==> src/rtl/bram_mac_sequencer_pkg.sv <==
// Shared definitions for the BRAM operand-pair MAC sequencer.
// Holds the controller state encoding, the default operand/address widths
// and the accumulator width derivation used by the top-level parameter list.
package bram_mac_sequencer_pkg;

  localparam int DEF_DATA_W = 32;
  localparam int DEF_ADDR_W = 5;

  typedef enum logic [2:0] {
    S_IDLE,
    S_FETCH,
    S_WAIT,
    S_MUL,
    S_OUT,
    S_DONE
  } state_t;

  // A full run is at most 2^addr_w full-scale products, each below 2^(2*data_w),
  // so this width can never overflow.
  function automatic int acc_width(input int data_w, input int addr_w);
    return 2 * data_w + addr_w;
  endfunction

endpackage

==> src/rtl/bram_mac_sequencer_mul.sv <==
// seq_multiplier: unsigned iterative shift-add multiplier.
// Ports:
//   clk, rst    clock and asynchronous active-high reset
//   start       loads a/b and clears the partial product
//   a, b        operands (a = multiplicand, b = multiplier)
//   done        high during the final iteration cycle
//   product     finished 2*DATA_W product, valid while done is high
// After start, exactly DATA_W iteration cycles follow, one multiplier bit each.
module seq_multiplier #(
  parameter int DATA_W = 32
) (
  input  logic                  clk,
  input  logic                  rst,
  input  logic                  start,
  input  logic [DATA_W-1:0]     a,
  input  logic [DATA_W-1:0]     b,
  output logic                  done,
  output logic [2*DATA_W-1:0]   product
);

  localparam int CNT_W = $clog2(DATA_W + 1);

  logic [2*DATA_W-1:0] mcand_q, mcand_d;
  logic [2*DATA_W-1:0] part_q, part_d;
  logic [DATA_W-1:0]   mplier_q, mplier_d;
  logic [CNT_W-1:0]    cnt_q, cnt_d;
  logic                run_q, run_d;
  logic [2*DATA_W-1:0] sum;

  always_comb begin
    sum      = part_q + (mplier_q[0] ? mcand_q : '0);
    mcand_d  = mcand_q;
    part_d   = part_q;
    mplier_d = mplier_q;
    cnt_d    = cnt_q;
    run_d    = run_q;
    done     = 1'b0;
    if (start) begin
      mcand_d  = {{DATA_W{1'b0}}, a};
      mplier_d = b;
      part_d   = '0;
      cnt_d    = '0;
      run_d    = 1'b1;
    end else if (run_q) begin
      part_d   = sum;
      mcand_d  = mcand_q << 1;
      mplier_d = mplier_q >> 1;
      cnt_d    = cnt_q + 1'b1;
      if (cnt_q == CNT_W'(DATA_W - 1)) begin
        run_d = 1'b0;
        done  = 1'b1;
      end
    end
  end

  // The last partial sum is handed out combinationally so the caller can
  // register it in the same cycle the final bit is processed.
  assign product = sum;

  always_ff @(posedge clk or posedge rst) begin
    if (rst) begin
      mcand_q  <= '0;
      part_q   <= '0;
      mplier_q <= '0;
      cnt_q    <= '0;
      run_q    <= 1'b0;
    end else begin
      mcand_q  <= mcand_d;
      part_q   <= part_d;
      mplier_q <= mplier_d;
      cnt_q    <= cnt_d;
      run_q    <= run_d;
    end
  end

endmodule

==> src/rtl/bram_mac_sequencer.sv <==
// bram_mac_sequencer: walks len addresses from base_addr through operand
// memories A and B, multiplies each pair and streams per-pair products
// (mode_acc=0) or running MAC totals (mode_acc=1) over valid/ready.
// Ports:
//   clk, rst                     clock, asynchronous active-high reset
//   start, mode_acc, base_addr,
//   len                          run request, sampled only in IDLE
//   mem_en, mem_addr             shared read port to both memories
//   rd_a, rd_b                   read data, valid one cycle after mem_en
//   res_data, res_valid,
//   res_ready, res_last          result stream
//   busy, done                   status (done = one-cycle completion pulse)
// Every output is a flop whose next value is derived from the next state,
// so res_ready has no combinational path to any output.
module bram_mac_sequencer
  import bram_mac_sequencer_pkg::*;
#(
  parameter int DATA_W = DEF_DATA_W,
  parameter int ADDR_W = DEF_ADDR_W,
  parameter int ACC_W  = acc_width(DATA_W, ADDR_W)
) (
  input  logic              clk,
  input  logic              rst,
  input  logic              start,
  input  logic              mode_acc,
  input  logic [ADDR_W-1:0] base_addr,
  input  logic [ADDR_W:0]   len,
  output logic              mem_en,
  output logic [ADDR_W-1:0] mem_addr,
  input  logic [DATA_W-1:0] rd_a,
  input  logic [DATA_W-1:0] rd_b,
  output logic [ACC_W-1:0]  res_data,
  output logic              res_valid,
  input  logic              res_ready,
  output logic              res_last,
  output logic              busy,
  output logic              done
);

  state_t              state_q, state_d;
  logic                mode_q, mode_d;
  logic [ADDR_W:0]     len_q, len_d;
  logic [ADDR_W:0]     pair_q, pair_d;
  logic [ACC_W-1:0]    acc_q, acc_d;
  logic [ADDR_W-1:0]   mem_addr_q, mem_addr_d;
  logic [ACC_W-1:0]    res_data_q, res_data_d;
  logic                mem_en_q, mem_en_d;
  logic                res_valid_q, res_valid_d;
  logic                res_last_q, res_last_d;
  logic                busy_q, busy_d;
  logic                done_q, done_d;

  logic                mul_start;
  logic                mul_done;
  logic [2*DATA_W-1:0] mul_prod;
  logic                handshake;
  logic                last_pair;

  // res_valid is high for the whole of OUT, so ready alone completes the beat.
  assign handshake = (state_q == S_OUT) && res_ready;
  assign last_pair = (pair_q + 1'b1) == len_q;
  // Memory data arrives during WAIT; the multiplier latches it at the end of it.
  assign mul_start = (state_q == S_WAIT);

  seq_multiplier #(
    .DATA_W (DATA_W)
  ) u_mul (
    .clk     (clk),
    .rst     (rst),
    .start   (mul_start),
    .a       (rd_a),
    .b       (rd_b),
    .done    (mul_done),
    .product (mul_prod)
  );

  // State register
  always_ff @(posedge clk or posedge rst) begin
    if (rst) state_q <= S_IDLE;
    else     state_q <= state_d;
  end

  // Next-state logic
  always_comb begin
    state_d = state_q;
    unique case (state_q)
      S_IDLE:  if (start) state_d = (len == '0) ? S_DONE : S_FETCH;
      S_FETCH: state_d = S_WAIT;
      S_WAIT:  state_d = S_MUL;
      S_MUL:   if (mul_done) state_d = S_OUT;
      S_OUT:   if (res_ready) state_d = last_pair ? S_DONE : S_FETCH;
      S_DONE:  state_d = S_IDLE;
      default: state_d = S_IDLE;
    endcase
  end

  // Datapath and registered-output next values
  always_comb begin
    mode_d     = mode_q;
    len_d      = len_q;
    pair_d     = pair_q;
    acc_d      = acc_q;
    mem_addr_d = mem_addr_q;
    res_data_d = res_data_q;
    res_last_d = res_last_q;

    if ((state_q == S_IDLE) && start) begin
      mode_d     = mode_acc;
      len_d      = len;
      pair_d     = '0;
      acc_d      = '0;
      mem_addr_d = base_addr;
    end

    if ((state_q == S_MUL) && mul_done) begin
      res_data_d = mode_q ? (acc_q + ACC_W'(mul_prod)) : ACC_W'(mul_prod);
      res_last_d = last_pair;
    end

    if (handshake) begin
      if (mode_q) acc_d = res_data_q;
      pair_d     = pair_q + 1'b1;
      res_last_d = 1'b0;
      // Address wraps naturally modulo 2^ADDR_W.
      if (!last_pair) mem_addr_d = mem_addr_q + 1'b1;
    end

    mem_en_d    = (state_d == S_FETCH);
    res_valid_d = (state_d == S_OUT);
    busy_d      = (state_d != S_IDLE);
    done_d      = (state_d == S_DONE);
  end

  always_ff @(posedge clk or posedge rst) begin
    if (rst) begin
      mode_q      <= 1'b0;
      len_q       <= '0;
      pair_q      <= '0;
      acc_q       <= '0;
      mem_addr_q  <= '0;
      res_data_q  <= '0;
      mem_en_q    <= 1'b0;
      res_valid_q <= 1'b0;
      res_last_q  <= 1'b0;
      busy_q      <= 1'b0;
      done_q      <= 1'b0;
    end else begin
      mode_q      <= mode_d;
      len_q       <= len_d;
      pair_q      <= pair_d;
      acc_q       <= acc_d;
      mem_addr_q  <= mem_addr_d;
      res_data_q  <= res_data_d;
      mem_en_q    <= mem_en_d;
      res_valid_q <= res_valid_d;
      res_last_q  <= res_last_d;
      busy_q      <= busy_d;
      done_q      <= done_d;
    end
  end

  assign mem_en    = mem_en_q;
  assign mem_addr  = mem_addr_q;
  assign res_data  = res_data_q;
  assign res_valid = res_valid_q;
  assign res_last  = res_last_q;
  assign busy      = busy_q;
  assign done      = done_q;

endmodule

==> config.mk <==
export PLATFORM = sky130hd
export DESIGN_NAME = bram_mac_sequencer
export DESIGN_NICKNAME = d
export VERILOG_FILES = /design/src/rtl/bram_mac_sequencer_pkg.sv /design/src/rtl/bram_mac_sequencer_mul.sv /design/src/rtl/bram_mac_sequencer.sv
export SDC_FILE = /design/constraint.sdc
export NUM_CORES = 1
export LEC_CHECK = 0
export ABC_AREA = 1
export CAP_MARGIN = 20
export CORE_MARGIN = 2
export CORE_UTILIZATION = 60
export DETAILED_ROUTE_END_ITERATION = 16
export PLACE_DENSITY = 0.79
export SYNTH_ARGS = -nofsm -noshare
export SYNTH_HDL_FRONTEND = slang
export SYNTH_HIERARCHICAL = 1
export SYNTH_SLANG_ARGS = --single-unit
export TNS_END_PERCENT = 100
==> constraint.sdc <==
create_clock -name clk -period 7.6 [get_ports clk]
set_input_delay 1.52 -clock clk [delete_from_list [all_inputs] [get_ports clk]]
set_output_delay 1.52 -clock clk [all_outputs]
set_load 0.01 [all_outputs]
## Word-level counts from Yosys, hierarchy flattened

Cells that the tools add are included.

- Input bits: 80
- Logic and storage cells: 72
- Register bits: 331

- Eq/ne operators: 9
- Reduce and logical (&&, ||, !) cells: 9
- Multiplexer cells: 32
- $add $sub $neg: 5

Operators with widths:

| cell | number |
|---|---|
| 64-bit 2-to-1 mux | 5 |
| 69-bit 2-to-1 mux | 4 |
| 69-bit by 64-bit adder with 69-bit output | 1 |
| 64-bit adder | 1 |
| 32-bit 2-to-1 mux | 2 |
| 6-bit 2-to-1 mux | 4 |
| 3-bit 2-to-1 mux | 5 |
| 5-bit 2-to-1 mux | 3 |
| 3-bit case mux with 5 select lines | 1 |
| 6-bit by 1-bit adder with 6-bit output, second input constant | 2 |
| 3-bit equality test, second input constant | 3 |
| 1-bit 2-to-1 mux | 8 |
| 3-bit by 1-bit equality test with 1-bit output, second input constant | 2 |
| 3-bit by 2-bit equality test with 1-bit output, second input constant | 2 |
| 6-bit by 5-bit equality test with 1-bit output, second input constant | 1 |
| 6-bit equality test | 1 |
| 6-bit logical NOT | 1 |
| 2-bit nonzero test | 3 |
| 5-bit by 1-bit adder with 5-bit output, second input constant | 1 |
| 1-bit logical AND | 3 |
| 3-bit logical NOT | 1 |
| 3-bit nonzero test | 1 |

## Logic depth before layout (Yosys ltp)

Gate-level depths: netlist of the first run.

- Depth in word-level cells: 7
- Gate-level depth with buffers: 34
- Mapped depth without buffers: 32

## Modules after synthesis

The synthesis of the first run kept the hierarchy.

Modules (own cells, without submodules):

| module | cells an instance | area each (sq um) | sequential area each (sq um) | times used |
|---|---|---|---|---|
| bram_mac_sequencer | 2242 | 13616.8 | 4103.9 | 1 |
| seq_multiplier | 2126 | 13125.1 | 4179.0 | 1 |

## Least setup slack after synthesis of the first run

Ideal clock, no wire load.

- Path type: register -> register
- Start: reg u_mul.mplier_q[0]
- End: reg res_data_q[66], in the netlist res_data[66]
- Data arrival time: 3.696 ns
- Slack: 3.787 ns
- Buffers on the path: 2
- Stages on the path, launching flop included: 30
- Cells stage by stage: dfrtp_1 > clkbuf_1 > clkbuf_1 > nand2_1 > inv_1 > ha_1 > inv_1 > fa_1 > nor2_1 > or2_2 > nand2_1 > nand3_2 > nand2_1 > nand2_2 > nand2_1 > nand2_1 > nand2_1 > and2_1 > ha_1 > nand2_1 > nor2_1 > inv_1 > nor2_1 > nand2_1 > nor2_1 > nand3_1 > nand3_1 > nand2_1 > nand3_1 > nand2_1

- Cells in the longest elaborated chain, start to end: 4

Ends and longest elaborated chain:

| what | line | source |
|---|---|---|
| start, declared | bram_mac_sequencer_mul.sv:25 | `logic [DATA_W-1:0] mplier_q, mplier_d;` |
| start signal, assigned | bram_mac_sequencer_mul.sv:70 | `mplier_q <= mplier_d;` |
| 64-bit 2-to-1 mux | bram_mac_sequencer_mul.sv:31 | `sum = part_q + (mplier_q[0] ? mcand_q : '0);` |
| 64-bit adder | bram_mac_sequencer_mul.sv:31 |  |
| named net mul_prod[44] | bram_mac_sequencer.sv:55 | `logic [2*DATA_W-1:0] mul_prod;` |
| 69-bit by 64-bit adder with 69-bit output | bram_mac_sequencer.sv:116 | `res_data_d = mode_q ? (acc_q + ACC_W'(mul_prod)) : ACC_W'(mul_prod);` |
| 69-bit 2-to-1 mux | bram_mac_sequencer.sv:116 |  |
| end signal, assigned | bram_mac_sequencer.sv:153 | `res_data_q <= res_data_d;` |
| end, declared | bram_mac_sequencer.sv:46 | `logic [ACC_W-1:0] res_data_q, res_data_d;` |

The timed path passes the listed nets, and every way through them passes these cells.
A chain may end at the register's enable or synchronous reset.

## Final worst setup path of the first run

- Start: reg u_mul.mplier_q[0]
- End: reg res_data_q[61], in the netlist res_data[61]

Same word-level chain as after synthesis.

==> impl_metrics.toml, run 1 <==
[synth]
ys_async_sr_fraction = 1.00
ys.flop_type = "dfrtp_1"
ys_warn_count = 6
yosysUniqueCellTypes = 48
syn_area_per_cell_sq_um = 6.12
synth-edff-count = 0
syn-num-nets = 4580
synthCells = 4368
ys_seq_elements = 331
synth.cell_area_sq_um = 26700
yosysSeqAreaShare = 0.310

[clocking]
cts_sinks = 331
clkTransAtPathRegs_ps = 60
cts_buffers = 38
htree_levels = 2
worstSkewPairLatency_ps = 590
cts_tree = "built"
cts-root-buf = "clkbuf_16"
clockBufferDepth = 3
hold_buffers = 0
cts_resized = 0
cts_setup_buffers = 0

[routing]
num_vias = 27000
drt_iter0_markers = 2632
vias_per_cell = 5.30
drc = 0
ant_nets = 0
wl_per_cell_microns = 16.7
first_pass_iters = 5
wl_microns = 85400

[timing]
clock.fmax_mhz = 201
setup-violations-final = 0
layout_min_cycle_time_ps = 4970
finalCritPeriodShare = 0.654
worst_pin_slew_ps = 1070
fin_worst_skew_ps = 23.2
rsz0062_at_grt = "false"
final_hold_viol_count = 0
fin_setup_tns_ps = 0
slew_violations = 0
relSlewSlack = 0.281
hold_ws_ps = 488

[final_layout]
final_nets = 4694
final_util = 0.684
drive_gt1_frac = 0.0375
final_common_cell = "nand2_1"
antenna_cells = 0
fin_cells = 5103
area_growth_pct = 12.9
design_area_sq_um = 30200
layout_common_cells = "nand2_1, inv_1, dfrtp_1, nand3_1, nor2_1"

[power]
powerDensity_nw_per_um2 = 319
vdd_drop_max_uv = 309
p_leak_nw = 17.7

[worst_setup_path]
cpPeakStageDelay_ps = 680
critPathMostFrequentCell = "nand2_1"
start_kind = "register"
path_buf_inv = 4
worst-setup-path-type = "reg2reg"
slowest_stage = "dfrtp_2"
crit_path_max_fanout = 35
worst_ep_required_time_ps = 8070
end_kind = "register"
crit_family = "simple AND/OR/NAND/NOR gates"
cp.arrival_ps = 5430

[placement]
port_buffers = 158
place.gp.congestion = 1.03
postPlaceCellArea_sq_um = 28800
place_inst = 5033
hpwl_microns = 67200

[die]
std_cell_rows = 77
coreArea_sq_um = 44100
die_h_microns = 215
start_util = 0.606
die_w_microns = 215
dieArea_sq_um = 46300
ioPinCount = 159

[grt]
grt_use_total = 0.370
grt_max_degree = 96
grt_pass1_vias = 25700
grt_pass1_wl_microns = 135000
grt_antenna_before_repair = 0
grt-ovfl-total = 0

[run_status]
run_status = "completed"

[run]
cap_violations = 0

[hold_path]
min_path_type = "reg2reg"
## where the power goes
part,leakage (nW),switching (W),internal [W]
Sequential,4.24,0.000478,0.00235
Combinational,12.9,0.00310,0.00173
Clock,0.643,0.000812,0.00115
## layout make-up
type / instances / area (sq um)
clock buffer: 50 / 1090
clock inverter: 19 / 235
fill: 4157 / 13900
inverter: 933 / 3510
multi-input combinational: 2998 / 14600
sequential: 331 / 8290
tap: 592 / 741
timing repair buffer: 180 / 1760
## worst paths after layout
| check | slack, ps | endpoint | from | cells after the start |
|---|---|---|---|---|
| setup / recovery | 2630 | res_data[61] | u_mul/mplier_q[0] | 28 |
| hold / removal | 490 | u_mul/cnt_q[3] | u_mul/cnt_q[3] | 1 |
| setup reg to reg | 2630 | res_data[61] | u_mul/mplier_q[0] | 28 |
| hold reg to reg | 490 | u_mul/cnt_q[3] | u_mul/cnt_q[3] | 1 |
| max in group asynchronous | 4740 | res_data[58] | rst | 3 |
| min in group asynchronous | 1520 | u_mul/cnt_q[4] | rst | 2 |
## metrics by stage
step / setup WS [ps] / total power [W]
floorplan: 1560 / 0.00587
global placement: 2540 / 0.00745
detailed placement: 2560 / 0.00753
CTS: 2550 / 0.00954
global route: 2320 / 0.0103
finish: 2630 / 0.00963
## metal layers
metal / wire length [microns] / GRT usage / part of all wire / up-vias
met5: 0 / 0 / 0 / -
met4: 3930 / 0.161 / 0.046 / 0
met2: 38400 / 0.599 / 0.45 / 1019
met3: 6540 / 0.0502 / 0.077 / 203
li1: - / - / - / 13500
met1: 36600 / 0.499 / 0.43 / 12300
## synthesized netlist by cell type, drive strengths merged, types with 2 or more instances
| cell | instances | area share |
|---|---|---|
| or2 | 6 | 0.0014 |
| nand2 | 1769 | 0.25 |
| nor3 | 30 | 0.0071 |
| nor4 | 8 | 0.0021 |
| buf | 30 | 0.0050 |
| a22oi | 4 | 0.0011 |
| xor2 | 31 | 0.011 |
| inv | 930 | 0.13 |
| nand3 | 292 | 0.056 |
| a22o | 9 | 0.0029 |
| o21ai | 104 | 0.020 |
| clkbuf | 76 | 0.011 |
| dfrtp | 331 | 0.31 |
| o221ai | 40 | 0.013 |
| o22ai | 40 | 0.0094 |
| o211ai | 35 | 0.0098 |
| o21a | 33 | 0.0093 |
| o21bai | 7 | 0.0020 |
| a21oi | 103 | 0.019 |
| fa | 2 | 0.0015 |
| nand4 | 8 | 0.0021 |
| and2 | 42 | 0.0098 |
| ha | 130 | 0.061 |
| clkinv | 3 | 0.00042 |
| mux2 | 6 | 0.0025 |
| xnor2 | 29 | 0.0095 |
| nand3b | 18 | 0.0051 |
| a31oi | 3 | 0.00070 |
| nor2 | 246 | 0.037 |
## cells by family (layout without fill, tap and decap cells)
family,Yosys count,after routing,synth area share
xor+xnor,60,60,0.0202
compound gates,380,380,0.0877
buf+inv,1039,1182,0.147
simple gates,2420,2420,0.371
mux,6,6,0.00253
flops,331,331,0.310
fa+ha+maj,132,132,0.0623
## registers in the layout (all words and copies together) (netlist names)
signal / count
acc_q: 69
res_data: 69
u_mul/mcand_q: 64
u_mul/part_q: 64
u_mul/mplier_q: 32
len_q: 6
pair_q: 6
u_mul/cnt_q: 6
mem_addr: 5
state_q: 3
busy: 1
done: 1
mem_en: 1
mode_q: 1
res_last: 1
res_valid: 1
u_mul/run_q: 1
No activity file was read; power rests on OpenSTA's default activity.
==> run 2, diff against run 1 <==
==> constraint.sdc (replaced) <==
create_clock -name clk -period 4.6 [get_ports clk]
set_input_delay 0.92 -clock clk [delete_from_list [all_inputs] [get_ports clk]]
set_output_delay 0.92 -clock clk [all_outputs]
set_load 0.01 [all_outputs]
==> run 2 against run 1 <==
Flip-flop and latch count stayed put; die area is the same; clock-buffer cell count rose by 5; largest power group unchanged; clock power increased by 52%; worst setup slack worse by 2500 ps; routed wire length grew 2.4%.
==> impl_metrics.toml, run 2 (synthesized netlist as in run 1, its figures left out) <==
[routing]
top_layer = "met4"
ant_nets = 0
first_pass_iters = 12
drt_iter0_markers = 2930
met3_wirelength_microns = 6910
drc = 0
drt-met1-wl_microns = 37700
wl_per_cell_microns = 17.0
vias_per_cell = 5.35
wl_met2_microns = 39100
num_vias = 27600
wl_microns = 87500

[worst_setup_path]
crit_path_max_fanout = 7
worst-setup-path-type = "reg2reg"
cp.arrival_ps = 4900
worstPathCellList = "clkbuf_4 -> nand2_1 -> inv_1 -> ha_1 -> inv_1 -> fa_2 -> nor2_1 -> or2_2 -> nand3_1 -> nand3_1 -> nand2_1 -> nand3_1 -> and2_1 -> ha_2 -> nand2_1 -> nor2_1 -> nand2_1 -> nor4_2 -> nand2_1 -> nand3_1 -> nand3_1 -> nand2_1 -> nand2_1"
r2r-end = "res_data[53]"
critPathMostFrequentCell = "nand2_1"
worst_ep_required_time_ps = 5050
start_kind = "register"
cpPeakStageDelay_ps = 530
r2r_start = "u_mul/mplier_q[0]"
slowest_stage = "dfrtp_4"
end_kind = "register"
rrSetupSlack_ps = 150
reg2regPathDepth = 23

[die]
dieArea_sq_um = 46300
die_h_microns = 215
die_w_microns = 215
coreArea_sq_um = 44100
start_util = 0.606
std_cell_rows = 77
ioPinCount = 159

[final_layout]
multi_input_area_sq_um = 15200
antenna_cells = 0
regArea_sq_um = 8290
layout_common_cells = "nand2_1, inv_1, dfrtp_1, nand3_1, nor2_1"
final_common_cell = "nand2_1"
area_growth_pct = 16.4
fin_cells = 5152
drive_gt1_frac = 0.0805
final_nets = 4744
fillers = 4001
final_util = 0.705

[run_status]
run_status = "completed"

[hold_path]
worst_hold_path.num_cells = 2
min_path_type = "reg2reg"
hp-start = "u_mul/part_q[39]"
hold_end = "u_mul/part_q[39]"

[clocking]
clkTransAtPathRegs_ps = 60
clockBufferDepth = 3
cts_tree = "built"
worstSkewPairLatency_ps = 570
hold_buffers = 0
htree_levels = 2
cts_sinks = 331
cts_buffers = 37
cts-root-buf = "clkbuf_16"

[timing]
layout_min_cycle_time_ps = 4450
fin_setup_tns_ps = 0
slew_violations = 0
clock.fmax_mhz = 225
relSlewSlack = 0.360
fin_worst_skew_ps = 14.3
finalCritPeriodShare = 0.968
worst_pin_slew_ps = 959
rsz0062_at_grt = "true"
final_hold_viol_count = 0
setup-violations-final = 0

[placement]
hpwl_microns = 68100
place_inst = 5076
place.gp.congestion = 1.05
port_buffers = 158

[power]
vdd_drop_max_uv = 444
p_leak_nw = 18.0
powerDensity_nw_per_um2 = 526

[grt]
grt_pass1_vias = 25700
grt_use_total = 0.375
grt_antenna_before_repair = 1
grt_max_degree = 165
grt-ovfl-total = 0
grt_pass1_wl_microns = 136000

[run]
cap_violations = 0
[run 2: worst max-delay path, delay by kind of cell (launching register included)]
family | cells | cell delay [ps]
simple gates | 17 | 2640
fa+ha+maj | 3 | 840
flops | 1 | 530
buf+inv | 3 | 310
[run 2: report_power, final]
part | switching [W] | leakage (nW) | total, W | internal [W]
clock | 0.00129 | 0.590 | 0.00300 | 0.00171
sequential | 0.000807 | 4.24 | 0.00469 | 0.00389
combinational | 0.00546 | 13.2 | 0.00868 | 0.00322
[run 2: timing repair]
item,CTS,global route
setup endpoints to repair,1,43
pin swaps,0,9
cloned,0,0
gates resized for setup,3,169
buffers inserted,0,9
[run 2: how the worst max path moves through the flow]
| stage | from | endpoint | slack [ps] |
|---|---|---|---|
| final | u_mul/mplier_q[0] | res_data[53] | 150 |
| after global routing | u_mul/mplier_q[0] | res_data[66] | -30 |
| after CTS | u_mul/mplier_q[0] | res_data[66] | 30 |
| after detailed placement | u_mul/mplier_q[0] | res_data[66] | -150 |
| after global placement | u_mul/mplier_q[0] | res_data[66] | -110 |
| after floorplan | u_mul/mplier_q[0] | res_data[66] | 790 |
[run 2: final cells by class]
| class | count | area share |
|---|---|---|
| clock buffer | 55 | 0.0352 |
| clock inverter | 12 | 0.00362 |
| inverter | 933 | 0.113 |
| multi-input combinational | 2998 | 0.488 |
| sequential | 331 | 0.266 |
| tap | 592 | 0.0238 |
| timing repair buffer | 231 | 0.0704 |
[run 2: metrics by stage]
step | instance area (sq um) | hold slack, ps | total power (W) | worst slack [ps]
floorplan | 26700 | 455 | 0.00971 | 787
global placement | 29200 | 471 | 0.0126 | -114
detailed placement | 29200 | 477 | 0.0127 | -147
CTS | 30400 | 490 | 0.0158 | 30.6
global route | 31100 | 509 | 0.0174 | -26.4
finish | 31100 | 488 | 0.0164 | 148
[run 2: routing by layer]
metal,vias up,global-route usage
li1,13600,-
met1,12600,0.521
met2,1148,0.602
met3,213,0.0430
met4,0,0.143
met5,-,0
